<file path="config.mk">
export PLATFORM = sky130hd
export DESIGN_NAME = f3m_inv_check_flat
export DESIGN_NICKNAME = d
export VERILOG_FILES = /design/src/rtl/f3m_inv_check_pkg.sv /design/src/rtl/f3m_inv_check_if.sv /design/src/rtl/f3m_inv_check_mulx_acc.sv /design/src/rtl/f3m_inv_check.sv /design/src/flat_wrapper.sv
export SDC_FILE = /design/constraint.sdc
export NUM_CORES = 2
export LEC_CHECK = 0
export ABC_CLOCK_PERIOD_IN_PS = 5050
export CAP_MARGIN = 5
export CORE_MARGIN = 1.5
export CORE_UTILIZATION = 35
export CTS_CLUSTER_DIAMETER = 40
export DETAILED_ROUTE_END_ITERATION = 8
export GPL_TIMING_DRIVEN = 1
export PLACE_DENSITY = 0.64
export SLEW_MARGIN = 20
export SYNTH_ARGS = -nofsm -noshare
export SYNTH_HDL_FRONTEND = slang
export SYNTH_SLANG_ARGS = --single-unit
</file>
<file path="constraint.sdc">
create_clock -name clk -period 5.05 [get_ports clk]
set_input_delay 0.505 -clock clk [delete_from_list [all_inputs] [get_ports clk]]
set_output_delay 0.505 -clock clk [all_outputs]
set_load 0.01 [all_outputs]
</file>
<file path="src/rtl/f3m_inv_check_pkg.sv">
// GF(3^97) verifier shared definitions: field sizes, trit encodings, FSM states, trit helpers.
package f3m_pkg;

  localparam int unsigned M     = 97;
  localparam int unsigned T     = 12;
  localparam int unsigned W     = 2 * M;
  localparam int unsigned CNT_W = 7;

  localparam logic [W-1:0] F3M_ONE = W'(1);

  localparam logic [1:0] F3_0 = 2'b00;
  localparam logic [1:0] F3_1 = 2'b01;
  localparam logic [1:0] F3_2 = 2'b10;

  typedef logic [1:0] state_t;
  localparam state_t IDLE = 2'd0;
  localparam state_t RUN  = 2'd1;
  localparam state_t DONE = 2'd2;

  // Trit addition mod 3 on the 2-bit encoding
  function automatic logic [1:0] f3_add(input logic [1:0] x, input logic [1:0] y);
    logic [2:0] s;
    s = {1'b0, x} + {1'b0, y};
    return (s >= 3'd3) ? 2'(s - 3'd3) : 2'(s);
  endfunction

  // Trit negation: swap the 1 and 2 encodings, 0 stays 0
  function automatic logic [1:0] f3_neg(input logic [1:0] x);
    return {x[0], x[1]};
  endfunction

  // Scalar trit product s*x
  function automatic logic [1:0] f3_mul(input logic [1:0] x, input logic [1:0] s);
    logic [1:0] r;
    case (s)
      F3_1:    r = x;
      F3_2:    r = f3_neg(x);
      default: r = F3_0;
    endcase
    return r;
  endfunction

  // True if any trit of an element uses the illegal 11 encoding
  function automatic logic f3_has_illegal(input logic [W-1:0] x);
    logic bad;
    bad = 1'b0;
    for (int i = 0; i < int'(M); i++) begin
      bad = bad | (x[2*i] & x[2*i+1]);
    end
    return bad;
  endfunction

endpackage

</file>
<file path="src/rtl/f3m_inv_check_if.sv">
// Operand/result bus between an inverse producer and the f3m_inv_check verifier.
interface f3m_inv_check_if;
  import f3m_pkg::*;

  logic         start;
  logic [W-1:0] A;
  logic [W-1:0] C;
  logic         busy;
  logic         done;
  logic [W-1:0] P;
  logic         is_one;
  logic         err;

  modport master (output start, A, C, input busy, done, P, is_one, err);
  modport slave  (input start, A, C, output busy, done, P, is_one, err);
endinterface

</file>
<file path="src/rtl/f3m_inv_check_mulx_acc.sv">
// One Horner step over GF(3^97): acc_next_c = x*acc mod f(x) + s*a, f(x) = x^M + x^T + 2.
module f3m_mulx_acc
  import f3m_pkg::*;
(
  input  logic [W-1:0] acc,
  input  logic [W-1:0] a,
  input  logic [1:0]   s,
  output logic [W-1:0] acc_next_c
);

  // Trit shifted out of the top; x^M = 2*x^T + 1 folds it back into trit 0 and trit T
  logic [1:0] top_c;
  assign top_c = acc[W-1 -: 2];

  for (genvar i = 0; i < int'(M); i++) begin : g_trit
    logic [1:0] sh_c;
    logic [1:0] fb_c;
    logic [1:0] sa_c;

    if (i == 0) begin : g_lo
      assign sh_c = F3_0;
      assign fb_c = top_c;
    end else if (i == int'(T)) begin : g_tap
      assign sh_c = acc[2*i-1 -: 2];
      assign fb_c = f3_neg(top_c);
    end else begin : g_mid
      assign sh_c = acc[2*i-1 -: 2];
      assign fb_c = F3_0;
    end

    assign sa_c = f3_mul(a[2*i +: 2], s);
    assign acc_next_c[2*i +: 2] = f3_add(f3_add(sh_c, fb_c), sa_c);
  end

endmodule

</file>
<file path="src/rtl/f3m_inv_check.sv">
// Serial GF(3^97) inverse verifier: P = A*C mod f(x), one trit of C per clock (MSB first),
// flags P == 1. Optional encoding check enabled by F3M_INV_CHECK_ERR_EN.
module f3m_inv_check
  import f3m_pkg::*;
(
  input  logic              clk,
  input  logic              reset,
  f3m_inv_check_if.slave    bus
);

  state_t             state, state_nx;
  logic [W-1:0]       a_r, c_r, acc, p_r;
  logic [W-1:0]       acc_next_c;
  logic [CNT_W-1:0]   cnt;
  logic               last;
  logic               busy_r, done_r, one_r;
  logic               load_c, step_c, finish_c;
  logic [1:0]         s_c;

  // Current trit of C, selected by the down-counter
  assign s_c = 2'(c_r >> {cnt, 1'b0});

  f3m_mulx_acc u_mulx_acc (
    .acc        (acc),
    .a          (a_r),
    .s          (s_c),
    .acc_next_c (acc_next_c)
  );

  // State register
  always_ff @(posedge clk) begin
    if (reset) state <= IDLE;
    else       state <= state_nx;
  end

  // Next state and datapath controls; start is ignored while RUN
  always_comb begin
    state_nx = state;
    load_c   = 1'b0;
    step_c   = 1'b0;
    finish_c = 1'b0;
    case (state)
      IDLE: if (bus.start) begin
        state_nx = RUN;
        load_c   = 1'b1;
      end
      RUN: if (last) begin
        state_nx = DONE;
        finish_c = 1'b1;
      end else begin
        step_c = 1'b1;
      end
      DONE: if (bus.start) begin
        state_nx = RUN;
        load_c   = 1'b1;
      end
      default: state_nx = IDLE;
    endcase
  end

  // Operand latch, Horner accumulation and result capture; last marks the M-th step done
  always_ff @(posedge clk) begin
    if (reset) begin
      a_r    <= '0;
      c_r    <= '0;
      acc    <= '0;
      cnt    <= '0;
      last   <= 1'b0;
      p_r    <= '0;
      busy_r <= 1'b0;
      done_r <= 1'b0;
      one_r  <= 1'b0;
    end else if (load_c) begin
      a_r    <= bus.A;
      c_r    <= bus.C;
      acc    <= '0;
      cnt    <= CNT_W'(M - 1);
      last   <= 1'b0;
      busy_r <= 1'b1;
      done_r <= 1'b0;
    end else if (step_c) begin
      acc  <= acc_next_c;
      cnt  <= cnt - CNT_W'(1);
      last <= (cnt == '0);
    end else if (finish_c) begin
      p_r    <= acc;
      one_r  <= (acc == F3M_ONE);
      busy_r <= 1'b0;
      done_r <= 1'b1;
      last   <= 1'b0;
    end
  end

`ifdef F3M_INV_CHECK_ERR_EN
  logic err_r;

  // Illegal-encoding flag, re-evaluated on every accepted start
  always_ff @(posedge clk) begin
    if (reset)       err_r <= 1'b0;
    else if (load_c) err_r <= f3_has_illegal(bus.A) | f3_has_illegal(bus.C);
  end

  assign bus.err = err_r;
`else
  assign bus.err = 1'b0;
`endif

  assign bus.busy   = busy_r;
  assign bus.done   = done_r;
  assign bus.P      = p_r;
  assign bus.is_one = one_r;

endmodule

</file>
<file path="src/flat_wrapper.sv">
// flat-port wrapper written by rule: the top's interface ports become plain ports
module f3m_inv_check_flat import f3m_pkg::*;
  (clk, reset, bus_start, bus_A, bus_C, bus_busy, bus_done, bus_P, bus_is_one, bus_err);
  f3m_inv_check_if bus_i ();
  input  logic clk;
  input  logic reset;
  input wire logic [$bits(bus_i.start)-1:0] bus_start;
  input wire logic [$bits(bus_i.A)-1:0] bus_A;
  input wire logic [$bits(bus_i.C)-1:0] bus_C;
  output wire logic [$bits(bus_i.busy)-1:0] bus_busy;
  output wire logic [$bits(bus_i.done)-1:0] bus_done;
  output wire logic [$bits(bus_i.P)-1:0] bus_P;
  output wire logic [$bits(bus_i.is_one)-1:0] bus_is_one;
  output wire logic [$bits(bus_i.err)-1:0] bus_err;
  assign bus_i.start = bus_start;
  assign bus_i.A = bus_A;
  assign bus_i.C = bus_C;
  assign bus_busy = bus_i.busy;
  assign bus_done = bus_i.done;
  assign bus_P = bus_i.P;
  assign bus_is_one = bus_i.is_one;
  assign bus_err = bus_i.err;
  f3m_inv_check u_core (.clk(clk), .reset(reset), .bus(bus_i));
endmodule
</file>
==> summary.md <==
Mean number of vias per cell: 5.35. The tools report the number of buffers between clock root and the deepest sink as 3. Across the whole layout, storage elements account for 15,800 sq um. Counting every instance in the synthesized netlist gives 4,998. The total overflow left after global routing is 0. The hold buffer count at CTS is 0.

The compound-gate portion of the synthesized area works out to 0.176. Summed over all cells, the static leakage comes to 0.0198 uW. The arrival time reported for the critical path endpoint came out at 5.34 ns. Flip-flop cell with the highest count after synthesis: dfxtp_1. The tools report the beginning of the worst hold path as reset. The detail route stage leaves a number of antenna-violating nets equal to 0. Clock tree synthesis inserted a total of 145 buffers.

Across the routed clock network, the largest skew measured is 0.0322 ns. The synthesized netlist contains 53 unique library cells. Worst ir drop on vdd: 0.306 mV. The synthesized net count is 5,687.

The number of endpoints with negative hold slack in the final report was 0. The path class of the tightest hold or removal check is primary input to flop. The initialized floorplan defines 123 standard-cell rows. The run gives 10,932 as the filler cell count in the final layout. The library cell contributing the largest single delay on the critical path was dfxtp_1. The total power after layout is 20,100 uW, and the vertical extent of the die is 341 microns. The setup path with the least slack is of type flop to flop. The run gives 0.148 as the worst slew slack as a fraction of its limit. Setup repair after global routing left no endpoint under its margin. Dividing the detail-routed wire length by the instance count gives 20.4 microns. In this run the power density over the cells is 383 nW/um^2. The run gives 40,000 sq um as the synthesized cell area. The most numerous cell type found on the critical path is nor2_1. The total via count after detailed routing came out at 37,802. At the pin with the least slew margin, the transition time is 1.27 ns. The run gives 6,788 as the instance count after placement with tap cells included.

The logs give 35,757 for the number of global-route vias before repair and 0.240 for the total track usage. The count of final setup violators came out at 0. The total half-perimeter wirelength after legalization and detailed placement came out at 101 mm. The flow ran to the end, and the final reports show no timing, DRC or antenna violations. The setup slack after placement was 0.225 ns. In the routed design, unresolved DRC markers number 0.

During synthesis, Yosys emitted a total of 0 warnings. STA classifies the critical path endpoint as a flop. By area, the combinational part of the netlist is dominated by simple AND/OR/NAND/NOR gates.

The width of the die is 341 microns. During placement, the flow inserted port buffers numbering 587. The count of flip-flops with a built-in enable after synthesis was 0; the fraction of layout cells with a size suffix above 1 was 0.0681. The fraction of synthesis flops using an asynchronous set or reset pin is 0, and the number of antenna violations at the first check in global routing is 16. The xor/xnor share of the synthesized area was 0.00110; the final period demand of the worst path was 4.74 ns.

Compared with the post-synthesis result, the final layout area differs by 31.0%. The H-tree was split into 4 levels. For this run, the slowest stage of the critical path takes 0.62 ns. Entering global routing, the biggest net connects 202 pins. Summing all multi-input logic gate instances after layout gives 22,800 sq um. The core region is 113,000 sq um. The run gives 0.74 ns as the later-pin clock latency in the skew report. The endpoint identified for the worst register-to-register timing path is u_core.acc[45].

The endpoint required time on the critical path came out at 5.65 ns. Counting cells, the worst reg-to-reg path comes to 17. The mux cell area share after synthesis works out to 0.0326.

For the length of the first detailed-routing pass in iterations, the log shows 8. The post-synthesis area per instance works out to 7.99 sq um. Of all nets on the critical path, the largest fanout is 72. Derived from the worst setup path, the maximum achievable clock frequency is 211 MHz. Ratio of final minimum period to clock period: 0.938. The first global-routing pass estimated 216 mm of wire.

The startpoint identified for the worst register-to-register timing path is u_core.cnt[2]. The effective utilization at floorplan is 0.354. Synthesis inferred 789 register bits. The path with the worst hold slack has its endpoint at u_core.bus.P[144]. The setup slack of the most critical reg-to-reg path is 0.31 ns, and the die area is 116,000 sq um. The number of DRC markers in iteration 0 was 2,749; the number of nets at the end of the flow was 6,133.

In this run the count of I/O pins placed on the die edge is 589. The share of synthesized cell area in full adder, half adder and majority cells was 0.112. The tools report the final number of max-transition violations as 0. Together, buffers and inverters on the worst path number 2. The count of cells in the finished layout, fillers not included, comes to 7,070. Max-cap violations in this run came to 0. Cell family contributing the most delay on the critical path: adder cells.

The tree is rooted in a clkbuf_16. The worst hold path was traced through 2 stages. The tools report the sequential cell area fraction in the yosys report as 0.395.

The sort of element at the start of the critical path was a flop. Summed over all layers, the routed wires come to 144 mm. The congestion estimate from routability-driven global placement came to 0.854. The end-of-flow core utilization was 0.464.

The clock-pin slew on the worst setup and hold paths is 0.06 ns. Post-synthesis simple-gate area fraction: 0.246. The run gives 0 ns as the accumulated negative setup slack. TritonCTS built the clock tree.

The clock drives 789 sinks. Walking the worst path, the cells encountered are buf_4 > mux4_1 > mux2i_1 > mux2i_1 > a211oi_1 > a41o_1 > ha_4 > buf_12 > a22oi_1 > nor2_1 > ha_1 > fa_1 > ha_1 > o32ai_1 > nor2_1 > a21oi_1 > nor2_1. The worst-case setup margin in the final layout was 0.311 ns.
## worst max path at each step
| stage | startpoint | slack [ns] | end | depth (start not counted) |
|---|---|---|---|---|
| floorplan | u_core.cnt[0] | 0.75 | u_core.acc[161] | 22 |
| global placement | u_core.cnt[0] | 0.27 | u_core.acc[27] | 17 |
| detailed placement | u_core.cnt[0] | 0.23 | u_core.acc[45] | 17 |
| CTS | u_core.cnt[0] | 0.17 | u_core.acc[45] | 17 |
| global route | u_core.cnt[3] | 0.04 | u_core.acc[39] | 18 |
| finish | u_core.cnt[2] | 0.31 | u_core.acc[45] | 17 |
## worst register-to-register path: cells and delay by family, from the launching register on
kind                       cells  cell delay (ns)
muxes                          3             0.75
AOI/OAI and AO/OA              5             1.16
and+or+nand+nor                3             0.24
adders and majority gates      4             1.19
DFF                            1             0.62
buffers and inverters          2             0.67
## cells by family (layout without fill, tap and decap cells)
| group | Yosys count | count (layout) |
|---|---|---|
| simple gates | 2286 | 2286 |
| compound gates | 1181 | 1181 |
| flops | 789 | 789 |
| buf+inv | 371 | 936 |
| fa+ha+maj | 298 | 298 |
| mux | 67 | 67 |
| xor+xnor | 5 | 5 |
| other cells | 1 | 8 |
## metal layers
layer / GRT usage / share of wire
met3: 0.0559 / 0.071
met5: 0 / 0.00060
met2: 0.380 / 0.45
met1: 0.315 / 0.44
met4: 0.0947 / 0.034
## power breakdown
part | switching [uW] | total (uW) | internal (uW)
registers | 291 | 6790 | 6500
logic | 1910 | 3190 | 1280
clock network | 3660 | 10100 | 6420
## synth_stat cells (all sizes together) (4+ instances only)
cell	instances	area, sq um
o32ai	89	780
a21oi	689	3450
o22ai	4	25.0
mux2i	15	150
o211ai	90	676
nor2	582	2180
ha	200	2500
o21ai	94	470
mux4	47	1100
fa	98	1960
nand2b	23	144
nor3	106	531
nand2	1200	4500
inv	24	90.1
nand3b	91	683
or2	9	56.3
clkbuf	304	1140
nor4	50	319
dfxtp	789	15800
buf	43	224
nand4	17	106
nor2b	190	1190
a22oi	194	1460
o221ai	8	70.1
nand3	9	45.0
mux2	5	56.3
## through the flow
stage                     hold WS (ns)  instance area, sq um
after floorplan                  0.432                 40000
after global placement           0.437                 47100
after detailed placement         0.445                 47100
after CTS                        0.199                 52200
after global routing             0.253                 52300
final                            0.245                 52300
## timing repair
action | 4_1_cts | 5_1_grt
endpoints found under the hold margin | 0 | 0
setup buffers | 0 | 8
resized for setup | 0 | 2
setup endpoints to repair | 0 | 111
## sequential cells by signal (all words and copies together), names as in the netlist
name	cells
u_core.state	2
u_core.a_r	194
u_core.c_r	194
u_core.bus.done	1
u_core.bus.P	194
u_core.bus.is_one	1
u_core.cnt	7
u_core.acc	194
u_core.last	1
u_core.bus.busy	1
## placed cells by master (no fill, tap or decap), types with 49 or more instances in the layout
cell type / count
nor2_1: 582
o21ai_0: 93
ha_1: 198
o211ai_1: 90
nand2_1: 1199
nor4_1: 49
a21oi_1: 689
clkdlybuf4s50_1: 586
dfxtp_1: 787
a22oi_1: 194
fa_1: 98
o32ai_1: 89
clkbuf_16: 152
nor3_1: 106
nor2b_1: 188
nand3b_1: 91
## final cells by class
class	instances	share of cell area
multi-input cells	3838	0.435
flip-flops and latches	789	0.302
repair buffers	646	0.128
clock buffers	177	0.0764
well taps	1500	0.0359
clock inverters	89	0.0208
inverters	24	0.00172
diodes	7	0.000335
No activity file was read; power rests on OpenSTA's default activity.
